[config.mk]
export PLATFORM = sky130hd
export DESIGN_NAME = ring_fifo
export DESIGN_NICKNAME = d
export VERILOG_FILES = /design/src/rtl/ring_fifo_pkg.sv /design/src/rtl/ring_fifo_mem.sv /design/src/rtl/ring_fifo.sv
export SDC_FILE = /design/constraint.sdc
export NUM_CORES = 1
export LEC_CHECK = 0
export BUFFER_PORTS_ARGS = -buffer_cell sky130_fd_sc_hd__buf_2
export CAP_MARGIN = 5
export CORE_MARGIN = 2
export CORE_UTILIZATION = 59
export CTS_BUF_LIST = sky130_fd_sc_hd__clkbuf_8 sky130_fd_sc_hd__clkbuf_16
export DETAILED_ROUTE_END_ITERATION = 10
export PLACE_DENSITY = 0.75
export SLEW_MARGIN = 20
export SYNTH_ARGS = -nofsm -noshare
export SYNTH_HDL_FRONTEND = slang
export SYNTH_SLANG_ARGS = --single-unit
[constraint.sdc]
create_clock -name clk_i -period 3.06 [get_ports clk_i]
set_clock_uncertainty 0.15 [all_clocks]
set_input_delay 0 -clock clk_i [delete_from_list [all_inputs] [get_ports clk_i]]
set_output_delay 0 -clock clk_i [all_outputs]
set_load 0.01 [all_outputs]
[src/rtl/ring_fifo_pkg.sv]
// Shared definitions for the ring FIFO: default geometry, pointer width helper
// and a status struct that downstream consumers can reuse.
package ring_fifo_pkg;

  localparam int unsigned DefaultWidth = 8;
  localparam int unsigned DefaultDepth = 8;

  typedef struct packed {
    logic full;
    logic empty;
  } fifo_status_t;

  // Index bits plus one wrap bit, so full and empty are distinguishable.
  function automatic int unsigned ptr_w(input int unsigned depth);
    return $clog2(depth) + 1;
  endfunction

endpackage

[src/rtl/ring_fifo_mem.sv]
// DEPTH x WIDTH storage: one synchronous write port, one asynchronous read port.
// Contents are deliberately not reset.
module ring_fifo_mem import ring_fifo_pkg::*; #(
  parameter int unsigned WIDTH = DefaultWidth,
  parameter int unsigned DEPTH = DefaultDepth
) (
  input  logic                     clk,
  input  logic                     we,
  input  logic [$clog2(DEPTH)-1:0] waddr,
  input  logic [WIDTH-1:0]         wdata,
  input  logic [$clog2(DEPTH)-1:0] raddr,
  output logic [WIDTH-1:0]         rdata
);

  logic [WIDTH-1:0] mem_q [DEPTH];

  // Write port: store the word on the clock edge when enabled.
  always_ff @(posedge clk) begin
    if (we) begin
      mem_q[waddr] <= wdata;
    end
  end

  // Read port: combinational, gives first-word fall-through at the top level.
  always_comb begin
    rdata = mem_q[raddr];
  end

endmodule

[src/rtl/ring_fifo.sv]
// Circular-buffer FIFO with valid/ready on both sides. Pointers carry one extra
// wrap bit so that equal pointers mean empty and equal indices with differing
// wrap bits mean full. Define RING_FIFO_COUNT_EN to add the count_o occupancy
// output and its registered counter.
module ring_fifo import ring_fifo_pkg::*; #(
  parameter int unsigned WIDTH = DefaultWidth,
  parameter int unsigned DEPTH = DefaultDepth
) (
  input  logic                   clk_i,
  input  logic                   rst_i,
  input  logic                   wr_valid_i,
  output logic                   wr_ready_o,
  input  logic [WIDTH-1:0]       wr_data_i,
  output logic                   rd_valid_o,
  input  logic                   rd_ready_i,
  output logic [WIDTH-1:0]       rd_data_o,
  output logic                   full_o,
  output logic                   empty_o
`ifdef RING_FIFO_COUNT_EN
  ,
  output logic [$clog2(DEPTH):0] count_o
`endif
);

  localparam int unsigned PtrW = ptr_w(DEPTH);

  logic [PtrW-1:0] wr_ptr_q, wr_ptr_d;
  logic [PtrW-1:0] rd_ptr_q, rd_ptr_d;
  fifo_status_t    status;
  logic            push;
  logic            pop;

  // Flags and handshakes come only from registered pointers.
  always_comb begin
    status.empty = (wr_ptr_q == rd_ptr_q);
    status.full  = (wr_ptr_q[PtrW-2:0] == rd_ptr_q[PtrW-2:0]) &&
                   (wr_ptr_q[PtrW-1] != rd_ptr_q[PtrW-1]);
    full_o       = status.full;
    empty_o      = status.empty;
    wr_ready_o   = !status.full;
    rd_valid_o   = !status.empty;
    push         = wr_valid_i && !status.full;
    pop          = rd_ready_i && !status.empty;
  end

  // Next pointers: wrap at 2*DEPTH through plain binary overflow.
  always_comb begin
    wr_ptr_d = wr_ptr_q;
    rd_ptr_d = rd_ptr_q;
    if (push) begin
      wr_ptr_d = wr_ptr_q + PtrW'(1);
    end
    if (pop) begin
      rd_ptr_d = rd_ptr_q + PtrW'(1);
    end
  end

  // Pointer registers; reset discards all stored words at once.
  always_ff @(posedge clk_i) begin
    if (rst_i) begin
      wr_ptr_q <= '0;
      rd_ptr_q <= '0;
    end else begin
      wr_ptr_q <= wr_ptr_d;
      rd_ptr_q <= rd_ptr_d;
    end
  end

  // A push during reset must not touch storage either.
  ring_fifo_mem #(
    .WIDTH (WIDTH),
    .DEPTH (DEPTH)
  ) u_mem (
    .clk   (clk_i),
    .we    (push && !rst_i),
    .waddr (wr_ptr_q[PtrW-2:0]),
    .wdata (wr_data_i),
    .raddr (rd_ptr_q[PtrW-2:0]),
    .rdata (rd_data_o)
  );

`ifdef RING_FIFO_COUNT_EN
  logic [PtrW-1:0] count_q, count_d;

  // Occupancy counter: up on push only, down on pop only, else hold.
  always_comb begin
    count_d = count_q;
    if (push && !pop) begin
      count_d = count_q + PtrW'(1);
    end else if (pop && !push) begin
      count_d = count_q - PtrW'(1);
    end
  end

  // Counter register, cleared together with the pointers.
  always_ff @(posedge clk_i) begin
    if (rst_i) begin
      count_q <= '0;
    end else begin
      count_q <= count_d;
    end
  end

  assign count_o = count_q;
`endif

endmodule

==> flow_metrics.env <==
export IMPL_status="finished, final reports clean"
export IMPL_post_cts_buffers=0
export IMPL_dieHeight_um=77.3
export IMPL_clockRootBuffer="clkbuf_8"
export IMPL_num_io_pins=24
export IMPL_drtIter0Drc=81
export IMPL_ir_drop_uv=294
export IMPL_power_density_nw_per_um2=565
export IMPL_mostFrequentLayoutCells="edfxtp_1 (64), buf_2 (23), mux4_2 (16)"
export IMPL_ys_warn_count=0
export IMPL_maxCapViolations=0
export IMPL_synth_area_leaders="edfxtp_1 (61%), mux4_2 (11%), dfxtp_1 (6.9%), mux2_2 (3.6%), mux2i_1 (1.3%)"
export IMPL_grt_max_degree=24
export IMPL_seq_area_frac_synth_pct=67.6
export IMPL_fill_cells=367
export IMPL_finalSetupTns_ns=0
export IMPL_core_rowCount=26
export IMPL_vias_per_cell=5.86
export IMPL_drc_errors=0
export IMPL_total_power_uw=2050
export IMPL_globalRouteTotalUtil_pct=21.2
export IMPL_via_count=1712
export IMPL_fmax_ghz=0.385
export IMPL_portBuffers=23
export IMPL_ff_latch_area_um2=2140
export IMPL_rrSetupSlack_ns=0.47
export IMPL_initial_utilization_pct=61.7
export IMPL_clk_path_buf_depth=2
export IMPL_final_common_cell="edfxtp_1"
export IMPL_num_antenna_cells=0
export IMPL_multi_input_area_um2=960
export IMPL_grt_overflow=0
export IMPL_setup_viol=0
export IMPL_yosys_area_top_type="edfxtp_1"
export IMPL_synth_top_area_share_pct=60.6
export IMPL_grt_pass1_wl_mm=9.22
export IMPL_hp_class="in -> reg"
export IMPL_cp_end_kind="register"
export IMPL_ant_nets=0
export IMPL_detailed_place_hpwl_mm=3.86
export IMPL_cp_start_kind="register"
export IMPL_crit_fanout=10
export IMPL_area_delta_synth_final_pct=14.4
export IMPL_syn_area_per_cell_um2=17.9
export IMPL_htree_levels=3
export IMPL_post_route_util_pct=70.5
export IMPL_drt_pass1_iter_count=4
export IMPL_syn_area_um2=3170
export IMPL_rsz0062_at_grt="no"
export IMPL_clock_latency_ns=0.33
export IMPL_clock_sinks=75
export IMPL_post_route_cells_drive_above_1_share_pct=32.4
export IMPL_core_area_um2=5140
export IMPL_hold_viol=0
export IMPL_path_class="reg -> reg"
export IMPL_grt_pass1_vias=1757
export IMPL_netlist_instances=177
export IMPL_ys_types=33
export IMPL_tightest_slew_ns=1.05
export IMPL_crit_arrival_ns=2.40
export IMPL_die_w_um=77.3
export IMPL_slew_headroom_pct=29.3
export IMPL_cts_buffers=9
export IMPL_period_share_pct=84.8
export IMPL_cts_tree="done"
export IMPL_nets=232
export IMPL_synth_fp_nets=191
export IMPL_wl_per_cell_um=19.9
export IMPL_cts_reportedPaths_clkPinSlew_ns=0.08
export IMPL_finalCriticalPeriod_ns=2.59
export IMPL_maxSlewViolCount=0
export IMPL_antenna_found_initial=0
export IMPL_power_leakage_uw=0.00123
export IMPL_cp_required_ns=2.87
export IMPL_die_area_um2=5970
export IMPL_wirelength_mm=5.81
export IMPL_ys_ff_latch=75
export IMPL_gp_congestion=0.944
## flip-flops by register name (all words and copies together) (netlist names), named ones only
| signal | flops |
|---|---|
| rd_ptr_q | 4 |
| wr_ptr_q | 4 |
| u_mem.mem_q | 64 |
## final timing paths
check                                end  cells after the start                     start
min          u_mem.mem_q[2][0]$_DFFE_PP_                      2              wr_data_i[0]
min reg2reg                     register                      2  rd_ptr_q[1]$_SDFFE_PP0P_
max          u_mem.mem_q[6][1]$_DFFE_PP_                      3  wr_ptr_q[1]$_SDFFE_PP0P_
max reg2reg  u_mem.mem_q[6][1]$_DFFE_PP_                      3  wr_ptr_q[1]$_SDFFE_PP0P_
## synthesized netlist by cell type
library cell,count
mux4_2,16
nor3_1,6
ha_1,2
or3_1,2
or3b_2,1
nand3b_1,2
o211ai_1,2
nor2_1,4
buf_1,2
inv_1,2
buf_6,2
and3b_1,1
buf_2,4
nand3_1,1
xor2_1,3
mux2_2,10
clkbuf_1,2
nand2_1,2
buf_4,1
xor2_2,1
nand4_1,4
dfxtp_1,11
edfxtp_1,64
nor4_1,5
mux2i_1,4
mux2_1,3
nor4_4,1
a41oi_1,2
nand2b_1,4
nor3b_1,1
xnor2_1,4
o41a_1,2
nor2b_1,6
## metrics by stage
| step | instance area, um^2 | hold slack, ns | setup WS (ns) | cells |
|---|---|---|---|---|
| 6_report | 3620 | 0.323 | 0.466 | 292 |
| 5_1_grt | 3620 | 0.344 | 0.310 | 292 |
| 4_1_cts | 3620 | 0.321 | 0.480 | 292 |
| 3_5_place_dp | 3360 | 0.136 | 0.505 | 266 |
| 3_3_place_gp | 3360 | 0.134 | 0.589 | 266 |
| 2_1_floorplan | 3170 | -0.0511 | 0.631 | 177 |
## power breakdown
| part | internal (uW) | leakage (uW) | switching [uW] | total, uW |
|---|---|---|---|---|
| Sequential | 1130 | 0.000668 | 26.4 | 1160 |
| Combinational | 150 | 0.000475 | 144 | 294 |
| Clock | 276 | 0.0000887 | 319 | 596 |
| Total | 1560 | 0.00123 | 490 | 2050 |
## layer usage
layer | wire length, um | track usage, % | up-vias
li1 | - | - | 789
met1 | 2390 | 25.1 | 883
met2 | 3180 | 37.6 | 32
met5 | 0 | 0 | -
met4 | 59 | 6.96 | 0
met3 | 182 | 5.76 | 8
## critical path: stages, from the launching register on
cell and delay, ns:
dfxtp_1 0.54, xor2_1 0.47, nor4_4 0.16, nor3_1 0.88
## layout make-up
cell class	instances	area share, %
inverter	2	0.207
tap	70	2.42
timing repair buffer	41	7.66
clock inverter	6	0.725
multi-input combinational	89	26.5
clock buffer	9	3.42
sequential	75	59.1
## kinds of logic after synthesis
kind of cell / count (synthesis) / synth area share [%]
buf+inv: 13 / 2.29
fa+ha+maj: 2 / 0.789
xor+xnor: 8 / 2.45
mux: 33 / 17.3
flops: 75 / 67.6
simple gates: 40 / 7.90
compound gates: 6 / 1.74
## repair_timing
item                                    CTS  global route
endpoints found under the setup margin    0             0
hold buffers                             11             0
gates resized for setup                   0             0
endpoints found under the hold margin    73             0
Note: power is estimated with default switching activity, not from simulation.
